==> src/rtl/axi_lite_write_master.sv <==
// AXI4-Lite write initiator: takes one {addr, data} command, issues AW and W
// concurrently, collects the B response and reports it, with an optional response timeout.
module axi_lite_write_master #(
    parameter int ADDR_WIDTH     = 32,
    parameter int DATA_WIDTH     = 32,
    parameter int TIMEOUT_CYCLES = 256,
    parameter int CNT_WIDTH      = 16
) (
    input  logic                  axi_lite_aclk,
    input  logic                  axi_lite_aresetn,

    input  logic                  cmd_valid,
    output logic                  cmd_ready,
    input  logic [ADDR_WIDTH-1:0] cmd_addr,
    input  logic [DATA_WIDTH-1:0] cmd_data,

    output logic                  rsp_valid,
    output logic [1:0]            rsp_resp,
    output logic                  rsp_timeout,

    output logic [ADDR_WIDTH-1:0] axi_lite_awaddr,
    output logic                  axi_lite_awvalid,
    input  logic                  axi_lite_awready,
    output logic [DATA_WIDTH-1:0] axi_lite_wdata,
    output logic                  axi_lite_wvalid,
    input  logic                  axi_lite_wready,
    input  logic [1:0]            axi_lite_bresp,
    input  logic                  axi_lite_bvalid,
    output logic                  axi_lite_bready
);

    typedef enum logic [1:0] {
        IDLE,
        ADDR_DATA,
        RESP,
        DONE
    } state_t;

    localparam logic                 TIMEOUT_EN    = (TIMEOUT_CYCLES != 0);
    localparam logic [CNT_WIDTH-1:0] TIMEOUT_LIMIT =
        (TIMEOUT_CYCLES == 0) ? {CNT_WIDTH{1'b0}} : CNT_WIDTH'(TIMEOUT_CYCLES - 1);
    localparam logic [1:0]           RESP_SLVERR   = 2'b10;

    state_t               state;
    logic [CNT_WIDTH-1:0] counter;
    logic                 aw_done;
    logic                 w_done;
    logic                 expired;

    // A channel counts as finished once its valid is already low or is handshaking now.
    assign aw_done = !axi_lite_awvalid || axi_lite_awready;
    assign w_done  = !axi_lite_wvalid  || axi_lite_wready;
    assign expired = TIMEOUT_EN && (counter >= TIMEOUT_LIMIT);

    always_ff @(posedge axi_lite_aclk or negedge axi_lite_aresetn) begin
        if (!axi_lite_aresetn) begin
            state            <= IDLE;
            counter          <= '0;
            cmd_ready        <= 1'b0;
            rsp_valid        <= 1'b0;
            rsp_resp         <= 2'b00;
            rsp_timeout      <= 1'b0;
            axi_lite_awaddr  <= '0;
            axi_lite_awvalid <= 1'b0;
            axi_lite_wdata   <= '0;
            axi_lite_wvalid  <= 1'b0;
            axi_lite_bready  <= 1'b0;
        end else begin
            rsp_valid <= 1'b0;
            case (state)
                IDLE: begin
                    cmd_ready <= 1'b1;
                    if (cmd_valid && cmd_ready) begin
                        axi_lite_awaddr  <= cmd_addr;
                        axi_lite_wdata   <= cmd_data;
                        axi_lite_awvalid <= 1'b1;
                        axi_lite_wvalid  <= 1'b1;
                        cmd_ready        <= 1'b0;
                        counter          <= '0;
                        state            <= ADDR_DATA;
                    end
                end

                ADDR_DATA: begin
                    if (counter != {CNT_WIDTH{1'b1}}) begin
                        counter <= counter + CNT_WIDTH'(1);
                    end
                    if (axi_lite_awready) begin
                        axi_lite_awvalid <= 1'b0;
                    end
                    if (axi_lite_wready) begin
                        axi_lite_wvalid <= 1'b0;
                    end
                    // Finishing both handshakes on the expiry edge takes priority over the abort.
                    if (aw_done && w_done) begin
                        axi_lite_bready <= 1'b1;
                        state           <= RESP;
                    end else if (expired) begin
                        axi_lite_awvalid <= 1'b0;
                        axi_lite_wvalid  <= 1'b0;
                        rsp_resp         <= RESP_SLVERR;
                        rsp_timeout      <= 1'b1;
                        state            <= DONE;
                    end
                end

                RESP: begin
                    if (counter != {CNT_WIDTH{1'b1}}) begin
                        counter <= counter + CNT_WIDTH'(1);
                    end
                    if (axi_lite_bvalid) begin
                        rsp_resp        <= axi_lite_bresp;
                        rsp_timeout     <= 1'b0;
                        axi_lite_bready <= 1'b0;
                        state           <= DONE;
                    end else if (expired) begin
                        axi_lite_bready <= 1'b0;
                        rsp_resp        <= RESP_SLVERR;
                        rsp_timeout     <= 1'b1;
                        state           <= DONE;
                    end
                end

                DONE: begin
                    rsp_valid <= 1'b1;
                    cmd_ready <= 1'b1;
                    state     <= IDLE;
                end

                default: begin
                    state <= IDLE;
                end
            endcase
        end
    end

endmodule

==> config.mk <==
export PLATFORM = sky130hd
export DESIGN_NAME = axi_lite_write_master
export DESIGN_NICKNAME = d
export VERILOG_FILES = /design/src/rtl/axi_lite_write_master.sv
export SDC_FILE = /design/constraint.sdc
export NUM_CORES = 1
export LEC_CHECK = 0
export ABC_AREA = 1
export BUFFER_PORTS_ARGS = -buffer_cell sky130_fd_sc_hd__buf_4
export CORE_UTILIZATION = 43
export CTS_BUF_LIST = sky130_fd_sc_hd__clkbuf_16
export CTS_CLUSTER_SIZE = 10
export DETAILED_ROUTE_END_ITERATION = 10
export HOLD_SLACK_MARGIN = 0.15
export PLACE_DENSITY = 0.71
export SYNTH_ARGS = -nofsm -noshare
export SYNTH_HDL_FRONTEND = slang
export SYNTH_SLANG_ARGS = --single-unit
==> constraint.sdc <==
create_clock -name axi_lite_aclk -period 1.8 [get_ports axi_lite_aclk]
set_input_delay 0.09 -clock axi_lite_aclk [delete_from_list [all_inputs] [get_ports axi_lite_aclk]]
set_output_delay 0.09 -clock axi_lite_aclk [all_outputs]
set_load 0.05 [all_outputs]
Word-level counts from Yosys, hierarchy flattened
Cells that the tools add are included.
{"block": "classes", "eq_ne": 9, "n_addsub": 1, "n_reduce_logical": 17, "n_lt_le_gt_ge": 1, "muxes": 32}
{"op": "$mux W16", "count": 2}
{"op": "$pmux W16 S2", "count": 1}
{"op": "$add A16 B1 Y16 const B", "count": 1}
{"op": "$ge A16 B8 Y1 const B", "count": 1}
{"op": "$ne A16 B16 Y1 const B", "count": 1}
{"op": "$mux W1", "count": 15}
{"op": "$mux W2", "count": 7}
{"op": "$pmux W1 S2", "count": 5}
{"op": "$pmux W2 S4", "count": 1}
{"op": "$reduce_bool A2 Y1", "count": 4}
{"op": "$ne A2 B2 Y1 const B", "count": 3}
{"op": "$reduce_and A2 Y1", "count": 3}
{"op": "$reduce_and A3 Y1", "count": 2}
{"op": "$eq A2 B2 Y1 const B", "count": 2}
{"op": "$pmux W2 S2", "count": 1}
{"op": "$ne A3 B3 Y1 const B", "count": 1}
{"op": "$eq A2 B1 Y1 const B", "count": 1}
{"op": "$logic_and A1 B1 Y1", "count": 2}
{"op": "$logic_not A1 Y1", "count": 2}
{"op": "$logic_not A2 Y1", "count": 1}
{"op": "$logic_or A1 B1 Y1", "count": 2}
{"op": "$ne A2 B1 Y1 const B", "count": 1}
{"op": "$reduce_or A2 Y1", "count": 1}
{"block": "totals", "regBits": 90, "elab_cells": 71, "input_bits": 72, "out_inout_bits": 72}

Longest topological paths before layout
Gate-level depths: netlist of the first run.
{"block": "depth", "ltp_word": 5, "mapped_depth": 12}

Least setup slack after synthesis of the first run
OpenSTA, ideal clock, no wires.
{"block": "synth_timing", "path_type": "register to register", "startpoint": "register state[0]", "endpoint": "register counter[14]", "t_required_ns": 1.682, "path_stages_with_launch": 12, "n_path_buf": 2, "setup_slack_ns": 0.176, "t_arrival_ns": 1.506, "synth_period_minus_slack_ns": 1.624, "setup_ns": 0.118, "cell_sequence": "dfrtp_1 inv_1 ha_1 buf_2 nand2_1 nor2_1 nand3_1 nor2_1 nor2_2 buf_4 nand3_1 nand2_1"}
{"block": "synth_via", "elab_chain_len": 4}
{"item": "start, declared", "line": "44", "text": "state_t state;"}
{"item": "start signal, assigned", "line": "57", "text": "state <= IDLE;"}
{"item": "start signal, assigned", "line": "80", "text": "state <= ADDR_DATA;"}
{"item": "start signal, assigned", "line": "97", "text": "state <= RESP;"}
{"item": "$eq A2 B2 Y1 / $eq A2 B1 Y1 (equally long branches)", "line": "70", "text": "case (state)"}
{"item": "$reduce_or A2 Y1 (no source line)"}
{"item": "$ne A2 B1 Y1 (no source line) / $reduce_bool A2 Y1 (equally long branches)"}
{"item": "$reduce_and A3 Y1 (no source line)"}
{"item": "end signal, assigned", "line": "86", "text": "counter <= counter + CNT_WIDTH'(1);"}
{"item": "end signal, assigned", "line": "109", "text": "counter <= counter + CNT_WIDTH'(1);"}
{"item": "end, declared", "line": "45", "text": "logic [CNT_WIDTH-1:0] counter;"}
Parallel ways exist; a longest one is shown, timed or not.
A chain may end at the register's enable or synchronous reset.

Worst setup path in the final report of the first run
{"block": "layout_timing", "startpoint": "register counter[0]", "endpoint": "register counter[0]"}
{"block": "layout_via", "elab_chain_len": 3}
{"item": "$add A16 B1 Y16 / $ne A16 B16 Y1 (equally long branches)"}
{"item": "$mux W16 / $ne A2 B1 Y1 (equally long branches)"}
{"item": "$pmux W16 S2 / $reduce_and A3 Y1 (equally long branches)"}
Parallel ways exist; a longest one is shown, timed or not. The select of a mux whose other input is x is not followed.

==> metrics.txt, run 1 <==
# TYPE chip_impl_metric gauge
chip_impl_metric{name="vias",unit=""} 3481
chip_impl_metric{name="die-area",unit="um2"} 9870
chip_impl_metric{name="grt-ovfl-total",unit=""} 0
chip_impl_metric{name="floorplan.initialDensity",unit="%"} 44.3
chip_impl_metric{name="antenna_found_initial",unit=""} 0
chip_impl_info{name="criticalPathCategory",value="flop to flop"} 1
chip_impl_info{name="root_buffer",value="sky130_fd_sc_hd__clkbuf_16"} 1
chip_impl_metric{name="final_net_count",unit=""} 679
chip_impl_metric{name="stdcell_count",unit=""} 717
chip_impl_metric{name="antenna_violating_nets_remaining",unit=""} 0
chip_impl_metric{name="crit_required",unit="ns"} 2.05
chip_impl_metric{name="cts_inserted_buffers",unit=""} 9
chip_impl_metric{name="timing.critical_path.arrival",unit="ns"} 1.85
chip_impl_metric{name="post_synth_and_or_nand_nor_area_fraction",unit="%"} 15.2
chip_impl_metric{name="fillCellCount",unit=""} 655
chip_impl_metric{name="cts.sinks",unit=""} 90
chip_impl_metric{name="ys_types",unit=""} 25
chip_impl_metric{name="grt_use_total",unit="%"} 22.2
chip_impl_metric{name="yosysWarnings",unit=""} 0
chip_impl_metric{name="fin_clk_skew",unit="ns"} 0.00711
chip_impl_metric{name="clock.fmax",unit="GHz"} 0.627
chip_impl_metric{name="placed_insts",unit=""} 631
chip_impl_metric{name="timing.reg2reg.worst_path_depth",unit=""} 9
chip_impl_metric{name="timing.setup.tns",unit="ns"} 0
chip_impl_metric{name="setup_viol_count_final",unit=""} 0
chip_impl_metric{name="async_reset_ff_share",unit="%"} 100
chip_impl_metric{name="drt-wirelength-per-cell",unit="um"} 14.9
chip_impl_metric{name="finish.utilization",unit="%"} 68.6
chip_impl_metric{name="synthesis.area",unit="um2"} 4070
chip_impl_metric{name="avgViaCountPerCell",unit=""} 4.85
chip_impl_metric{name="synth.area.mux_share",unit="%"} 17.7
chip_impl_info{name="synthFlopType",value="sky130_fd_sc_hd__dfrtp_1"} 1
chip_impl_metric{name="remaining_drc_errors",unit=""} 0
chip_impl_metric{name="core_region_area",unit="um2"} 9200
chip_impl_metric{name="postSynthNetCount",unit=""} 456
chip_impl_metric{name="largest_net_degree_at_the_start_of_global_routing",unit=""} 48
chip_impl_metric{name="postSynthRegisterBits",unit=""} 90
chip_impl_metric{name="place_congestion",unit=""} 0.812
chip_impl_metric{name="synth_cells",unit=""} 379
chip_impl_info{name="synth.most_common_cell",value="sky130_fd_sc_hd__dfrtp_1"} 1
chip_impl_metric{name="dr.pass1.iters",unit=""} 7
chip_impl_metric{name="drt_iter0_drc",unit=""} 122
chip_impl_metric{name="htree_levels",unit=""} 3
chip_impl_info{name="synth.top_cells.by_area",value="sky130_fd_sc_hd__dfrtp_1, sky130_fd_sc_hd__mux2_2, sky130_fd_sc_hd__nand2_1"} 1
chip_impl_metric{name="finalCriticalPeriod",unit="ns"} 1.59
chip_impl_metric{name="max-cap-violations",unit=""} 0
chip_impl_metric{name="num_antenna_cells",unit=""} 0
chip_impl_metric{name="clock_path_buffers",unit=""} 2
chip_impl_metric{name="synth-seq-area-share",unit="%"} 55.3
chip_impl_info{name="synth.largest_area_cell",value="sky130_fd_sc_hd__dfrtp_1"} 1
chip_impl_metric{name="tightestPinTransition",unit="ns"} 0.358
chip_impl_metric{name="irDropWorstVdd",unit="mV"} 0.983
chip_impl_info{name="cts_tree",value="built"} 1
chip_impl_info{name="rsz0062_at_grt",value="no"} 1
chip_impl_info{name="synth_common_cells",value="sky130_fd_sc_hd__dfrtp_1, sky130_fd_sc_hd__nand2_1, sky130_fd_sc_hd__mux2_2, sky130_fd_sc_hd__nor2_1, sky130_fd_sc_hd__inv_1"} 1
chip_impl_metric{name="maxSlewHeadroom",unit="%"} 76.2
chip_impl_metric{name="fin_area",unit="um2"} 6310
chip_impl_metric{name="timing.final.max_slew_violations",unit=""} 0
chip_impl_metric{name="via_count_of_the_first_global_routing_pass",unit=""} 3552
chip_impl_metric{name="crit_fanout",unit=""} 12
chip_impl_metric{name="clk_pin_slew_worst_paths",unit="ns"} 0.06
chip_impl_metric{name="syn_avg_cell_area",unit="um2"} 10.7
chip_impl_metric{name="final_report_hold_violation_count",unit=""} 0
chip_impl_metric{name="powerDensity",unit="nW/um2"} 1930
chip_impl_info{name="combinational_family_with_the_most_area_after_synthesis",value="multiplexers"} 1
chip_impl_metric{name="compound_gate_portion_of_the_synthesized_area",unit="%"} 4.02
chip_impl_metric{name="grt_pass1_wl",unit="mm"} 17.0
chip_impl_metric{name="synth_top_area_share",unit="%"} 55.3
chip_impl_metric{name="synth-edff-count",unit=""} 0
chip_impl_metric{name="cts_post_setup_buffers_inserted",unit=""} 0
chip_impl_info{name="worst_hold_path_type",value="input pin to async pin"} 1
chip_impl_metric{name="floorplan.die.width",unit="um"} 99.3
chip_impl_metric{name="dpl-instance-area",unit="um2"} 5290
chip_impl_info{name="critical_path.endpoint_type",value="flop"} 1
chip_impl_metric{name="synth_xor_area_share",unit="%"} 0.645
chip_impl_metric{name="placementRows",unit=""} 35
chip_impl_metric{name="area_delta_synth_final",unit="%"} 54.9
chip_impl_metric{name="synth_adder_area_share",unit="%"} 1.54
chip_impl_metric{name="ioPinCount",unit=""} 144
chip_impl_metric{name="die_height",unit="um"} 99.3
chip_impl_metric{name="wl",unit="mm"} 10.7
chip_impl_metric{name="power.leakage",unit="nW"} 3.04
chip_impl_info{name="status",value="complete, no violations"} 1
chip_impl_metric{name="latest_clock_arrival_within_the_worst_skew_pair",unit="ns"} 0.33
chip_impl_info{name="start_kind",value="flop"} 1
chip_impl_metric{name="hpwlAfterDp",unit="mm"} 6.83
chip_impl_metric{name="portBuffers",unit=""} 143
chip_impl_metric{name="final_layout_size_suffix_gt1_share",unit="%"} 40.6
chip_impl_metric{name="final.period_utilization",unit="%"} 88.6
## power by group
part           total (mW)  internal, mW  switching [mW]
logic                6.94          2.42            4.52
registers            3.39          2.90           0.492
clock network        1.83          1.07           0.758
## registers in the layout (all words and copies together) (netlist names)
name / flops
axi_lite_awaddr: 32
axi_lite_awvalid: 1
axi_lite_bready: 1
axi_lite_wdata: 32
axi_lite_wvalid: 1
cmd_ready: 1
counter: 16
rsp_resp: 2
rsp_timeout: 1
rsp_valid: 1
state: 2
## cell usage in the layout, fill, tap and decap left out, drive strengths merged
| cell type | n |
|---|---|
| ha | 5 |
| nand4 | 8 |
| buf | 153 |
| o21ai | 16 |
| mux2 | 64 |
| a21boi | 1 |
| o21bai | 2 |
| dlygate4sd3 | 71 |
| nor2 | 36 |
| nor3 | 2 |
| clkinvlp | 2 |
| nand3 | 25 |
| o22ai | 1 |
| clkinv | 2 |
| xor2 | 3 |
| dfrtp | 90 |
| nand2 | 73 |
| or2 | 3 |
| a21oi | 5 |
| a21o | 1 |
| bufinv | 1 |
| inv | 33 |
| clkbuf | 9 |
## per-stage QoR
| step | hold WS (ns) | power (mW) | setup slack, ns |
|---|---|---|---|
| 3_5_place_dp | 0.0286 | 10.1 | 0.191 |
| 5_1_grt | 0.253 | 12.7 | 0.00489 |
| 2_1_floorplan | -0.206 | 8.12 | 0.176 |
| 4_1_cts | 0.226 | 12.1 | 0.181 |
| 3_3_place_gp | 0.0203 | 10.0 | 0.234 |
| 6_report | 0.214 | 12.2 | 0.205 |
## cells by family (layout without fill, tap and decap cells)
| family | after synthesis | after routing |
|---|---|---|
| compound gates | 26 | 26 |
| xor+xnor | 3 | 3 |
| fa+ha+maj | 5 | 5 |
| buf+inv | 44 | 271 |
| flops | 90 | 90 |
| mux | 64 | 64 |
| simple gates | 147 | 147 |
## layer usage
metal / routed length (um) / vias up / track usage [%]
li1: - / 1697 / -
met3: 516 / 8 / 4.71
met2: 5610 / 115 / 40.7
met5: 0 / - / 0
met1: 4460 / 1661 / 25.9
met4: 106 / 0 / 6.90
## timing repair
item | 4_1_cts | 5_1_grt
hold buffers | 71 | 0
gates resized for setup | 0 | 1
hold endpoints to repair | 160 | 0
endpoints found under the setup margin | 0 | 2
## final cells by class
type / instances / area, um2 / share of cell area, %
Clock inverter: 6 / 66.3 / 1.05
Sequential cell: 90 / 2250 / 35.7
Multi-Input combinational cell: 245 / 1610 / 25.5
Timing Repair Buffer: 224 / 1900 / 30.1
Inverter: 32 / 120 / 1.90
Clock buffer: 9 / 225 / 3.57
Tap cell: 111 / 139 / 2.20
## worst max-delay path, cell delays in order, from the launching register on
cell and delay, ns:
sky130_fd_sc_hd__dfrtp_1 0.40, sky130_fd_sc_hd__ha_1 0.26, sky130_fd_sc_hd__nand2_1 0.14, sky130_fd_sc_hd__inv_1 0.07, sky130_fd_sc_hd__nand3_1 0.10, sky130_fd_sc_hd__nor2_1 0.06
sky130_fd_sc_hd__nor2_2 0.11, sky130_fd_sc_hd__buf_4 0.21, sky130_fd_sc_hd__nand3_1 0.10, sky130_fd_sc_hd__o21ai_2 0.07
## final timing paths
path	endpoint	slack, ns	start
min in group axi_lite_aclk	axi_lite_wdata[19]	0.51	axi_lite_wdata[19]
max in group asynchronous	axi_lite_awaddr[5]	0.96	axi_lite_aresetn
setup / recovery	counter[0]	0.21	counter[0]
hold / removal	counter[5]	0.21	axi_lite_aresetn
setup reg to reg	counter[0]	0.21	counter[0]
hold reg to reg	axi_lite_wdata[19]	0.51	axi_lite_wdata[19]
(Power assumes the default switching activity.)
==> inputs of run 2 (changes only) <==
Settings changed: CORE_UTILIZATION 43 to 50, PLACE_DENSITY 0.71 to 0.82.
==> run 2 against run 1 <==
Effect of this change:
- critical path depth is the same
- register-to-register slack lost 0.17 ns
- routed wire length up 29%
- count of clock-buffer cells in the layout did not move
- fmax shrank 9.9%
- die area shrank 14%
- via count up 9.9%
- largest cell class unchanged
- largest power group unchanged
==> metrics.txt, run 2 (synthesized netlist as in run 1, its figures left out) <==
# TYPE chip_impl_metric gauge
chip_impl_info{name="status",value="complete, no violations"} 1
chip_impl_info{name="root_buffer",value="sky130_fd_sc_hd__clkbuf_16"} 1
chip_impl_metric{name="power",unit="mW"} 12.6
chip_impl_info{name="criticalPathCategory",value="flop to flop"} 1
chip_impl_metric{name="latest_clock_arrival_within_the_worst_skew_pair",unit="ns"} 0.35
chip_impl_metric{name="drt-met1-wl",unit="mm"} 5.34
chip_impl_metric{name="grt_use_total",unit="%"} 33.4
chip_impl_metric{name="maxSlewHeadroom",unit="%"} 75.4
chip_impl_metric{name="crit_fanout",unit=""} 12
chip_impl_info{name="critical_path.cell_chain",value="ha_1, nand2_1, inv_1, nand3_1, nor2_2, nor2_2, buf_4, nand4_1, nand2_1"} 1
chip_impl_metric{name="vias",unit=""} 3824
chip_impl_metric{name="setup_viol_count_final",unit=""} 0
chip_impl_metric{name="hpwlAfterDp",unit="mm"} 6.79
chip_impl_metric{name="die_height",unit="um"} 92.3
chip_impl_metric{name="area_delta_synth_final",unit="%"} 55.1
chip_impl_metric{name="place_congestion",unit=""} 0.889
chip_impl_metric{name="floorplan.die.width",unit="um"} 92.3
chip_impl_info{name="final_cell_mix",value="sky130_fd_sc_hd__buf_4, sky130_fd_sc_hd__dfrtp_1, sky130_fd_sc_hd__dlygate4sd3_1, sky130_fd_sc_hd__nand2_1, sky130_fd_sc_hd__mux2_2"} 1
chip_impl_metric{name="floorplan.initialDensity",unit="%"} 52.2
chip_impl_info{name="timing.critical_path.from",value="counter[1]"} 1
chip_impl_metric{name="drt-wirelength-per-cell",unit="um"} 19.5
chip_impl_metric{name="crit_required",unit="ns"} 2.07
chip_impl_metric{name="critical_path_buf_inv_count",unit=""} 2
chip_impl_metric{name="dr.pass1.iters",unit=""} 5
chip_impl_metric{name="final_net_count",unit=""} 678
chip_impl_metric{name="final.period_utilization",unit="%"} 98.3
chip_impl_info{name="critical_path.endpoint_type",value="flop"} 1
chip_impl_metric{name="irDropWorstVdd",unit="mV"} 1.17
chip_impl_metric{name="clk_pin_slew_worst_paths",unit="ns"} 0.07
chip_impl_metric{name="remaining_drc_errors",unit=""} 0
chip_impl_info{name="maxUsedRoutingLayer",value="met4"} 1
chip_impl_metric{name="power.leakage",unit="nW"} 3.04
chip_impl_metric{name="finalCriticalPeriod",unit="ns"} 1.77
chip_impl_metric{name="max-cap-violations",unit=""} 0
chip_impl_info{name="rsz0062_at_grt",value="yes"} 1
chip_impl_metric{name="met3_wirelength",unit="um"} 967
chip_impl_info{name="timing.critical_path.slowest_stage_cell",value="sky130_fd_sc_hd__dfrtp_1"} 1
chip_impl_info{name="r2r-start",value="counter[1]"} 1
chip_impl_metric{name="avgViaCountPerCell",unit=""} 5.40
chip_impl_info{name="crit_family",value="simple AND/OR/NAND/NOR gates"} 1
chip_impl_metric{name="stdcell_count",unit=""} 708
chip_impl_metric{name="ioPinCount",unit=""} 144
chip_impl_metric{name="finalHoldWorstSlack",unit="ns"} 0.230
chip_impl_metric{name="clock.fmax",unit="GHz"} 0.565
chip_impl_metric{name="timing.reg2reg.worst_path_depth",unit=""} 9
chip_impl_metric{name="placementRows",unit=""} 32
chip_impl_metric{name="worst_path_largest_cell_delay",unit="ns"} 0.41
chip_impl_metric{name="cts_inserted_buffers",unit=""} 9
chip_impl_metric{name="grt-ovfl-total",unit=""} 0
chip_impl_metric{name="timing.critical_path.arrival",unit="ns"} 2.04
chip_impl_info{name="layout.cells.most_common",value="sky130_fd_sc_hd__buf_4"} 1
chip_impl_info{name="start_kind",value="flop"} 1
chip_impl_info{name="largest_regs",value="axi_lite_awaddr (32), axi_lite_wdata (32), counter (16)"} 1
chip_impl_metric{name="final_layout_size_suffix_gt1_share",unit="%"} 41.1
chip_impl_metric{name="grt_pass1_wl",unit="mm"} 21.4
chip_impl_metric{name="timing.final.max_slew_violations",unit=""} 0
chip_impl_metric{name="largest_net_degree_at_the_start_of_global_routing",unit=""} 40
chip_impl_metric{name="die-area",unit="um2"} 8510
chip_impl_metric{name="tightestPinTransition",unit="ns"} 0.369
chip_impl_metric{name="via_count_of_the_first_global_routing_pass",unit=""} 3961
chip_impl_metric{name="core_region_area",unit="um2"} 7810
chip_impl_metric{name="final_report_hold_violation_count",unit=""} 0
chip_impl_metric{name="antenna_violating_nets_remaining",unit=""} 0
chip_impl_metric{name="placed_insts",unit=""} 619
chip_impl_metric{name="htree_levels",unit=""} 3
chip_impl_metric{name="clock_path_buffers",unit=""} 2
chip_impl_metric{name="path_depth",unit=""} 9
chip_impl_metric{name="drt_iter0_drc",unit=""} 326
chip_impl_metric{name="fin_area",unit="um2"} 6320
chip_impl_metric{name="cts.sinks",unit=""} 90
chip_impl_metric{name="fillCellCount",unit=""} 396
chip_impl_info{name="cts_tree",value="built"} 1
chip_impl_metric{name="antenna_found_initial",unit=""} 0
chip_impl_metric{name="dpl-instance-area",unit="um2"} 5260
chip_impl_metric{name="powerDensity",unit="nW/um2"} 1990
chip_impl_metric{name="detailed_route_wirelength_on_metal2",unit="mm"} 6.90
chip_impl_metric{name="fin_clk_skew",unit="ns"} 0.0129
chip_impl_metric{name="portBuffers",unit=""} 143
chip_impl_metric{name="wl",unit="mm"} 13.8
chip_impl_info{name="worst_hold_path_type",value="input pin to async pin"} 1
chip_impl_metric{name="num_antenna_cells",unit=""} 0
-- run 2: changes by cell type in the layout (fill, tap and decap cells not counted), moves of 2 or more --
cell,delta
sky130_fd_sc_hd__nor2_2,+2
sky130_fd_sc_hd__nor2_1,-2
sky130_fd_sc_hd__clkinv_4,+2
sky130_fd_sc_hd__buf_4,-2
-- run 2: cell type report --
| cell class | instances | area [um2] | share of cell area, % |
|---|---|---|---|
| tap | 102 | 128 | 2.02 |
| timing repair buffer | 223 | 1890 | 29.9 |
| multi-input combinational | 245 | 1620 | 25.6 |
| sequential | 90 | 2250 | 35.7 |
| clock buffer | 9 | 225 | 3.57 |
| inverter | 32 | 125 | 1.98 |
| clock inverter | 7 | 76.3 | 1.21 |
-- run 2: where the power goes --
part / internal (mW) / switching [mW] / total (mW) / leakage (nW)
registers: 2.90 / 0.625 / 3.52 / 1.09
logic: 2.37 / 4.70 / 7.07 / 1.80
clock network: 1.09 / 0.871 / 1.96 / 0.148
-- run 2: metal layers --
metal | global-route usage (%) | vias to the layer above
met3 | 6.80 | 59
met2 | 55.8 | 225
met4 | 17.7 | 0
li1 | - | 1698
met5 | 0 | -
met1 | 40.6 | 1842
-- run 2: worst paths after layout --
kind / endpoint / slack [ns]
max in group asynchronous: axi_lite_wdata[25] / 0.97
setup / recovery: counter[15] / 0.03
hold reg to reg: rsp_resp[0] / 0.51
setup reg to reg: counter[15] / 0.03
hold / removal: axi_lite_awaddr[18] / 0.23
min in group axi_lite_aclk: rsp_resp[0] / 0.51
-- run 2: what timing repair did --
item                       CTS  global route
setup buffers                0             1
hold endpoints to repair   160             0
setup endpoints to repair    0            16
hold buffers                72             0
gates resized for setup      0             9
-- run 2: per-stage QoR --
step	TNS [ns]	utilization [%]	setup WS, ns
final	0	80.9	0.0303
after global routing	-0.194	80.9	-0.0600
after global placement	0	67.4	0.141
after floorplan	0	-	0.176
after CTS	0	80.5	0.0147
after detailed placement	0	67.4	0.0430
